`src/rtl/mem_arb_pkg.sv`:
```
// Shared types for the unified-memory port arbiter: FSM states, owner tag and
// the registered memory command.
package mem_arb_pkg;

  localparam int CMD_ADDR_W = 32;
  localparam int CMD_DATA_W = 32;
  localparam int CMD_BE_W   = CMD_DATA_W / 8;

  typedef enum logic [1:0] {
    IDLE    = 2'd0,
    BUSY_IF = 2'd1,
    BUSY_LS = 2'd2
  } arb_state_t;

  typedef enum logic {
    OWN_IF = 1'b0,
    OWN_LS = 1'b1
  } owner_t;

  typedef struct packed {
    logic [CMD_ADDR_W-1:0] addr;
    logic                  we;
    logic [CMD_DATA_W-1:0] wdata;
    logic [CMD_BE_W-1:0]   be;
  } mem_cmd_t;

endpackage

```
`src/rtl/mem_arb_grant.sv`:
```
// Grant selection for the memory arbiter: LS wins by default, IF wins once LS
// has been granted MAX_LS_STREAK times in a row while IF was waiting.
module mem_arb_grant #(
  parameter int MAX_LS_STREAK = 4
) (
  input  logic i_clk,
  input  logic i_reset_n,
  input  logic idle,
  input  logic if_req,
  input  logic ls_req,
  output logic grant_if,
  output logic grant_ls
);

  localparam logic [3:0] STREAK_MAX = 4'(MAX_LS_STREAK);

  logic [3:0] streak;
  logic       if_turn;

  always_comb begin
    if_turn  = (streak == STREAK_MAX) || !ls_req;
    grant_if = idle && if_req && if_turn;
    grant_ls = idle && ls_req && !grant_if;
  end

  // The streak only measures LS grants that actually made IF wait.
  always_ff @(posedge i_clk) begin
    if (!i_reset_n) begin
      streak <= '0;
    end else if (idle) begin
      if (grant_if || !if_req) begin
        streak <= '0;
      end else if (grant_ls && (streak != STREAK_MAX)) begin
        streak <= streak + 4'd1;
      end
    end
  end

endmodule

```
`src/rtl/mem_port_arbiter.sv`:
```
// Single-port unified memory arbiter between instruction fetch and load/store,
// one outstanding transaction, with fetch-redirect flush of an in-flight fetch.
module mem_port_arbiter
  import mem_arb_pkg::*;
#(
  parameter int ADDR_WIDTH    = 32,
  parameter int DATA_WIDTH    = 32,
  parameter int MAX_LS_STREAK = 4
) (
  input  logic                    i_clk,
  input  logic                    i_reset_n,
  input  logic                    i_if_req,
  input  logic [ADDR_WIDTH-1:0]   i_if_addr,
  input  logic                    i_if_flush,
  output logic                    o_if_ready,
  output logic                    o_if_rvalid,
  output logic [DATA_WIDTH-1:0]   o_if_rdata,
  input  logic                    i_ls_req,
  input  logic                    i_ls_we,
  input  logic [ADDR_WIDTH-1:0]   i_ls_addr,
  input  logic [DATA_WIDTH-1:0]   i_ls_wdata,
  input  logic [DATA_WIDTH/8-1:0] i_ls_be,
  output logic                    o_ls_ready,
  output logic                    o_ls_rvalid,
  output logic [DATA_WIDTH-1:0]   o_ls_rdata,
  output logic                    o_mem_req,
  output logic                    o_mem_we,
  output logic [ADDR_WIDTH-1:0]   o_mem_addr,
  output logic [DATA_WIDTH-1:0]   o_mem_wdata,
  output logic [DATA_WIDTH/8-1:0] o_mem_be,
  input  logic                    i_mem_ack,
  input  logic [DATA_WIDTH-1:0]   i_mem_rdata
);

  // The command struct lives in the package, so its widths must match ours.
  if (ADDR_WIDTH != CMD_ADDR_W || DATA_WIDTH != CMD_DATA_W) begin : g_width_check
    $error("mem_port_arbiter: widths must match mem_arb_pkg command widths");
  end

  arb_state_t state, state_next;
  owner_t     owner;
  mem_cmd_t   cmd;
  logic       idle, busy, drop;
  logic       grant_if, grant_ls;
  logic       ack_if, ack_ls, if_deliver;

  assign idle = (state == IDLE) && i_reset_n;
  assign busy = (state != IDLE);

  mem_arb_grant #(
    .MAX_LS_STREAK(MAX_LS_STREAK)
  ) u_grant (
    .i_clk    (i_clk),
    .i_reset_n(i_reset_n),
    .idle     (idle),
    .if_req   (i_if_req),
    .ls_req   (i_ls_req),
    .grant_if (grant_if),
    .grant_ls (grant_ls)
  );

  always_ff @(posedge i_clk) begin
    if (!i_reset_n) state <= IDLE;
    else            state <= state_next;
  end

  always_comb begin
    state_next = state;
    owner      = OWN_LS;
    case (state)
      IDLE: begin
        if (grant_ls)      state_next = BUSY_LS;
        else if (grant_if) state_next = BUSY_IF;
      end
      BUSY_IF: begin
        owner = OWN_IF;
        if (i_mem_ack) state_next = IDLE;
      end
      BUSY_LS: begin
        if (i_mem_ack) state_next = IDLE;
      end
      default: state_next = IDLE;
    endcase
  end

  assign ack_if     = busy && i_mem_ack && (owner == OWN_IF);
  assign ack_ls     = busy && i_mem_ack && (owner == OWN_LS);
  // A flush landing on the ack cycle itself still kills the response.
  assign if_deliver = ack_if && !drop && !i_if_flush;

  // Accept: capture the command that is held on the memory port until ack.
  always_ff @(posedge i_clk) begin
    if (!i_reset_n) begin
      cmd <= '0;
    end else if (grant_if) begin
      cmd <= '{addr: i_if_addr, we: 1'b0, wdata: '0, be: '1};
    end else if (grant_ls) begin
      cmd <= '{addr: i_ls_addr, we: i_ls_we, wdata: i_ls_wdata, be: i_ls_be};
    end
  end

  always_ff @(posedge i_clk) begin
    if (!i_reset_n) begin
      drop <= 1'b0;
    end else if (state == BUSY_IF) begin
      if (i_mem_ack)       drop <= 1'b0;
      else if (i_if_flush) drop <= 1'b1;
    end else begin
      drop <= 1'b0;
    end
  end

  // Response: one-cycle pulse after ack; data holds between pulses.
  always_ff @(posedge i_clk) begin
    if (!i_reset_n) begin
      o_if_rvalid <= 1'b0;
      o_ls_rvalid <= 1'b0;
      o_if_rdata  <= '0;
      o_ls_rdata  <= '0;
    end else begin
      o_if_rvalid <= if_deliver;
      o_ls_rvalid <= ack_ls;
      if (if_deliver) o_if_rdata <= i_mem_rdata;
      if (ack_ls)     o_ls_rdata <= cmd.we ? '0 : i_mem_rdata;
    end
  end

  assign o_if_ready  = grant_if;
  assign o_ls_ready  = grant_ls;
  assign o_mem_req   = busy;
  assign o_mem_we    = busy && cmd.we;
  assign o_mem_addr  = cmd.addr;
  assign o_mem_wdata = cmd.wdata;
  assign o_mem_be    = cmd.be;

endmodule

```
`config.mk`:
```
export PLATFORM = sky130hd
export DESIGN_NAME = mem_port_arbiter
export DESIGN_NICKNAME = d
export VERILOG_FILES = /design/src/rtl/mem_arb_pkg.sv /design/src/rtl/mem_arb_grant.sv /design/src/rtl/mem_port_arbiter.sv
export SDC_FILE = /design/constraint.sdc
export NUM_CORES = 1
export LEC_CHECK = 0
export CAP_MARGIN = 20
export CORE_AREA = 4 4 123 125
export DETAILED_ROUTE_END_ITERATION = 6
export DIE_AREA = 0 0 127 129
export GPL_TIMING_DRIVEN = 0
export PLACE_DENSITY = 0.85
export SLEW_MARGIN = 15
export SYNTH_ARGS = -nofsm -noshare
export SYNTH_HDL_FRONTEND = slang
export SYNTH_SLANG_ARGS = --single-unit
```
`constraint.sdc`:
```
create_clock -name i_clk -period 3.8 [get_ports i_clk]
set_clock_uncertainty 0.05 [all_clocks]
set_input_delay 0.76 -clock i_clk [delete_from_list [all_inputs] [get_ports i_clk]]
set_output_delay 0.76 -clock i_clk [all_outputs]
set_load 0.05 [all_outputs]
```
Word level (Yosys, flattened, before mapping):

Cells that the tools add are included.

* input port bits: 139
* output and inout bits: 138
* bits in registers: 142
* word-level logic and storage cells: 58

* add/sub/neg operators: 1
* bitwise operators: 2
* multiplexer cells: 10
* equality and inequality tests: 6
* reduce and logical (&&, ||, !) cells: 28

Operators with widths (count)
* 69-bit 2-to-1 mux: 2
* 32-bit 2-to-1 mux: 1
* 1-bit logical AND: 12
* 4-bit 2-to-1 mux: 2
* 2-bit 2-to-1 mux: 3
* 2-bit nonzero test: 3
* 1-bit logical NOT: 5
* 4-bit by 1-bit adder with 4-bit output (second input constant): 1
* 4-bit by 3-bit == test with 1-bit output (second input constant): 1
* 4-bit by 3-bit inequality test with 1-bit output (second input constant): 1
* 2-bit case mux with 2 select lines: 1
* 2-bit AND reduction: 2
* 2-bit OR reduction: 2
* 3-bit by 1-bit inequality test with 1-bit output (second input constant): 1
* 3-bit OR reduction: 1
* 2-bit by 1-bit == test with 1-bit output (second input constant): 1
* 2-bit == test (second input constant): 1
* 2-bit logical NOT: 1
* 1-bit logical OR: 2
* 2-bit by 1-bit inequality test with 1-bit output (second input constant): 1
* 1-bit inverter: 2
* 1-bit 2-to-1 mux: 1

Logic depth before layout (Yosys ltp):

* word-level depth: 9
* depth in mapped cells: 8
* depth with buffers taken out: 5

Cells and area by module:

Synthesis repeated with hierarchy kept, for this count alone.

* cells, all modules: 637
* area total of the unflattened synthesis: 6207.2 µm²

Modules (own cells, without submodules)
* mem_port_arbiter: area each 5943.2 µm², sequential area each 2762.6 µm², cells an instance 606, times used 1
* mem_arb_grant: area each 264.0 µm², sequential area each 80.1 µm², cells an instance 31, times used 1

Worst setup path after synthesis:

Ideal clock, no wire load.

* path kind: input port to output port
* start: in i_if_req
* end: out o_ls_ready
* arrival time: 1845 ps
* setup slack: 1145 ps
* data required time: 2990 ps
* stages: 5
* path buffers: 2
* cell sequence: buf_2 and4b_1 buf_2 or2_2 inv_1

* word-level cells in the longest chain between the ends: 4

RTL lines
* start, declared: RTL line mem_port_arbiter.sv:12 `input logic i_if_req,`
* 1-bit logical AND (2 in a row): RTL line mem_arb_grant.sv:22 `grant_if = idle && if_req && if_turn;`
* 1-bit logical NOT: RTL line mem_arb_grant.sv:23 `grant_ls = idle && ls_req && !grant_if;`
* 1-bit logical AND: RTL line mem_arb_grant.sv:23
* end, declared: RTL line mem_port_arbiter.sv:23 `output logic o_ls_ready,`

Every way passes these cells.

Worst setup path in the final report:

* start: in i_reset_n
* end: out o_if_ready

* word-level cells in the longest chain between the ends: 3

RTL lines
* start, declared: RTL line mem_port_arbiter.sv:11 `input logic i_reset_n,`
* 1-bit logical AND: RTL line mem_port_arbiter.sv:47 `assign idle = (state == IDLE) && i_reset_n;`
* 1-bit logical AND (2 in a row): RTL line mem_arb_grant.sv:22
* end, declared: RTL line mem_port_arbiter.sv:15 `output logic o_if_ready,`

Every way passes these cells.

==> flow_metrics.env <==
export IMPL_ys_async_sr_fraction_pct=0
export IMPL_r2r_start="state[0]"
export IMPL_dr_pass1_iters=5
export IMPL_synth_common_cells="142 x dfxtp_1, 72 x buf_4, 64 x o22ai_1"
export IMPL_initial_utilization_pct=45.5
export IMPL_leakage_nw=4.10
export IMPL_avgSynthCellArea_sq_um=9.59
export IMPL_fmax_ghz=0.270
export IMPL_power_frac_comb_pct=28.0
export IMPL_startpoint_type="input port"
export IMPL_startpoint="i_reset_n"
export IMPL_rsz0062_at_grt="no"
export IMPL_grt_pass1_wl_microns=33000
export IMPL_synth_xor_area_share_pct=0
export IMPL_grt_pass1_vias=6286
export IMPL_synth_top_family_by_area="compound AO/OA/AOI/OAI gates"
export IMPL_ys_types=38
export IMPL_clk_latency_ns=0.42
export IMPL_grt_antenna_before_repair=1
export IMPL_gp_congestion=0.854
export IMPL_ant_nets=0
export IMPL_vias=6239
export IMPL_finalHoldViolCount=0
export IMPL_drc_errors=0
export IMPL_htreeDepth=4
export IMPL_clk_pin_slew_ns=0.06
export IMPL_row_count=43
export IMPL_die_h_microns=129
export IMPL_area_delta_synth_final_pct=57.6
export IMPL_hold_path_class="register to register"
export IMPL_cts_tree="done"
export IMPL_synthesis_area_sq_um=6320
export IMPL_final_util_pct=71.7
export IMPL_required_ns=2.99
export IMPL_nets=1095
export IMPL_totalWireLength_microns=21500
export IMPL_core_sq_um=13900
export IMPL_swShare_pct=31.2
export IMPL_gr_usage_all_layers_pct=25.5
export IMPL_drt_iter0_markers=366
export IMPL_die_area_sq_um=16400
export IMPL_setup_viol=0
export IMPL_wl_per_cell_microns=18.8
export IMPL_ys_ff_latch=142
export IMPL_io_buffers=274
export IMPL_ios=277
export IMPL_switching_power_w=0.00154
export IMPL_synth_compound_area_share_pct=27.1
export IMPL_ys_seq_area_share_pct=45.0
export IMPL_maxSlewViolCount=0
export IMPL_worstSetupPathType="input port to output pin"
export IMPL_arrival_ns=2.89
export IMPL_fin_crit_sh_pct=97.5
export IMPL_synth_top_cell_area_share_pct=45.0
export IMPL_cellPowerDensity_nw_per_um2=494
export IMPL_path_cells="clkdlybuf4s50_1, buf_2, nand3_2, a21oi_1, clkbuf_4, buf_4, clkdlybuf4s18_2"
export IMPL_end_kind="output pin"
export IMPL_ff2ff_path_depth=6
export IMPL_yosysWarningCount=0
export IMPL_drive_gt1_share_pct=13.8
export IMPL_worst_path_max_delay_cell="clkdlybuf4s50_1"
export IMPL_overflow=0
export IMPL_viasPerCell=5.45
export IMPL_numClockSinks=142
export IMPL_synthSimpleGateAreaFrac_pct=8.73
export IMPL_min_period_ns=3.70
export IMPL_n_antenna_cell=0
export IMPL_maxCapViolCount=0
export IMPL_clockBufferDepth=2
export IMPL_yosys_area_top_type="dfxtp_1"
export IMPL_path_max_fanout=10
export IMPL_r2r_setup_slack_ns=1.67
export IMPL_synthCells=659
export IMPL_cts_buffers=17
export IMPL_worst_pin_slew_ns=0.660
export IMPL_root_buffer="clkbuf_16"
export IMPL_synth_most_common_cell="dfxtp_1"
export IMPL_synth_edf_count=0
export IMPL_synthAdderAreaFrac_pct=0.792
export IMPL_slowest_delay_ns=0.48
export IMPL_internal_power_w=0.00338
export IMPL_fin_setup_tns_ns=0
export IMPL_syn_nets=802
export IMPL_synth_area_leaders="dfxtp_1 45%, buf_4 8.6%, o22ai_1 6.3%"
export IMPL_worst_r2r_endpoint="o_ls_rdata[29]"
export IMPL_hpwl_microns=15900
export IMPL_synth_mux_area_share_pct=5.23
export IMPL_postCtsSetupRepairBufs=0
export IMPL_grt_max_degree=17
export IMPL_outcome="completed"
export IMPL_crit_end="o_if_ready"
export IMPL_relSlewSlack_pct=55.6
export IMPL_die_w_microns=127
export IMPL_p_seq_share_pct=34.3
export IMPL_pwr_share_clk_pct=37.8
export IMPL_synthFlopType="dfxtp_1"
export IMPL_vdd_drop_max_uv=395
-- layout make-up --
class                           instances  area, sq um
Multi-Input combinational cell        374         2650
Clock inverter                         13          210
Fill cell                            1042         3920
Clock buffer                           19          453
Sequential cell                       142         2840
Inverter                                8         30.0
Tap cell                              180          225
Timing Repair Buffer                  274         2740
Buffer                                135          806
-- cell families after synthesis --
logic type      after synthesis
compound gates              243
fa+ha+maj                     4
buf+inv                     143
flops                       142
mux                          33
simple gates                 94
-- registers in the layout (all words and copies together), names as in the netlist --
name,count
o_ls_rdata,32
o_ls_rvalid,1
o_if_rvalid,1
drop,1
o_mem_addr,32
u_grant.streak,4
o_mem_wdata,32
o_if_rdata,32
state,2
cmd,1
o_mem_be,4
-- routing by layer --
layer  track usage (%)  share of wire (%)
met1              29.7                 39
met2              42.6                 48
met3              10.8                 11
met4              8.64                2.4
met5                 0              0.061
-- repair_timing --
item | 4_1_cts | 5_1_grt
gates resized for setup | 5 | 2
hold endpoints to repair | 0 | 0
hold buffers | 0 | 0
endpoints found under the setup margin | 2 | 1
-- placed cells by master (no fill, tap or decap), drive strengths merged, types with 33 or more instances in the layout --
master / instances
and3: 33
buf: 94
clkbuf: 60
clkdlybuf4s50: 272
dfxtp: 142
mux2i: 33
nor3: 36
o211ai: 33
o21a: 38
o21ai: 34
o22ai: 64
-- power by group through the flow --
| stage | Combinational, W | Clock (W) | Sequential [W] |
|---|---|---|---|
| 6_report | 0.00138 | 0.00186 | 0.00169 |
| 5_1_grt | 0.00145 | 0.00195 | 0.00170 |
| 4_1_cts | 0.00138 | 0.00188 | 0.00168 |
| 3_5_place_dp | 0.00137 | 0 | 0.00171 |
| 3_3_place_gp | 0.00136 | 0 | 0.00171 |
| 2_1_floorplan | 0.000788 | 0 | 0.00179 |
-- per-stage QoR --
stage | power, W | worst slack (ns) | cells | instance area [sq um] | hold slack (ns)
after floorplan | 0.00258 | 1.14 | 659 | 6320 | 0.404
after global placement | 0.00307 | -0.542 | 1113 | 9290 | 0.411
after detailed placement | 0.00309 | -0.544 | 1113 | 9290 | 0.413
after CTS | 0.00495 | 0.0525 | 1145 | 9960 | 0.431
after global routing | 0.00511 | 0.00314 | 1145 | 9960 | 0.441
final | 0.00492 | 0.0969 | 1145 | 9960 | 0.424
-- worst max-delay path, delay by kind of cell --
kind,cells,cell delay [ns]
AOI/OAI and AO/OA,1,0.28
and+or+nand+nor,1,0.24
buffers and inverters,5,1.61
-- worst min path at each step --
stage	endpoint	depth (start not counted)	slack [ns]	startpoint
after floorplan	state[1]	2	0.40	state[1]
after global placement	o_ls_rdata[13]	1	0.41	o_ls_rdata[13]
after detailed placement	o_ls_rdata[14]	1	0.41	o_ls_rdata[14]
after CTS	o_ls_rdata[28]	1	0.43	o_ls_rdata[28]
after global routing	o_ls_rdata[4]	1	0.44	o_ls_rdata[4]
final	o_ls_rdata[4]	1	0.42	o_ls_rdata[4]
No activity file was read; power rests on OpenSTA's default activity.
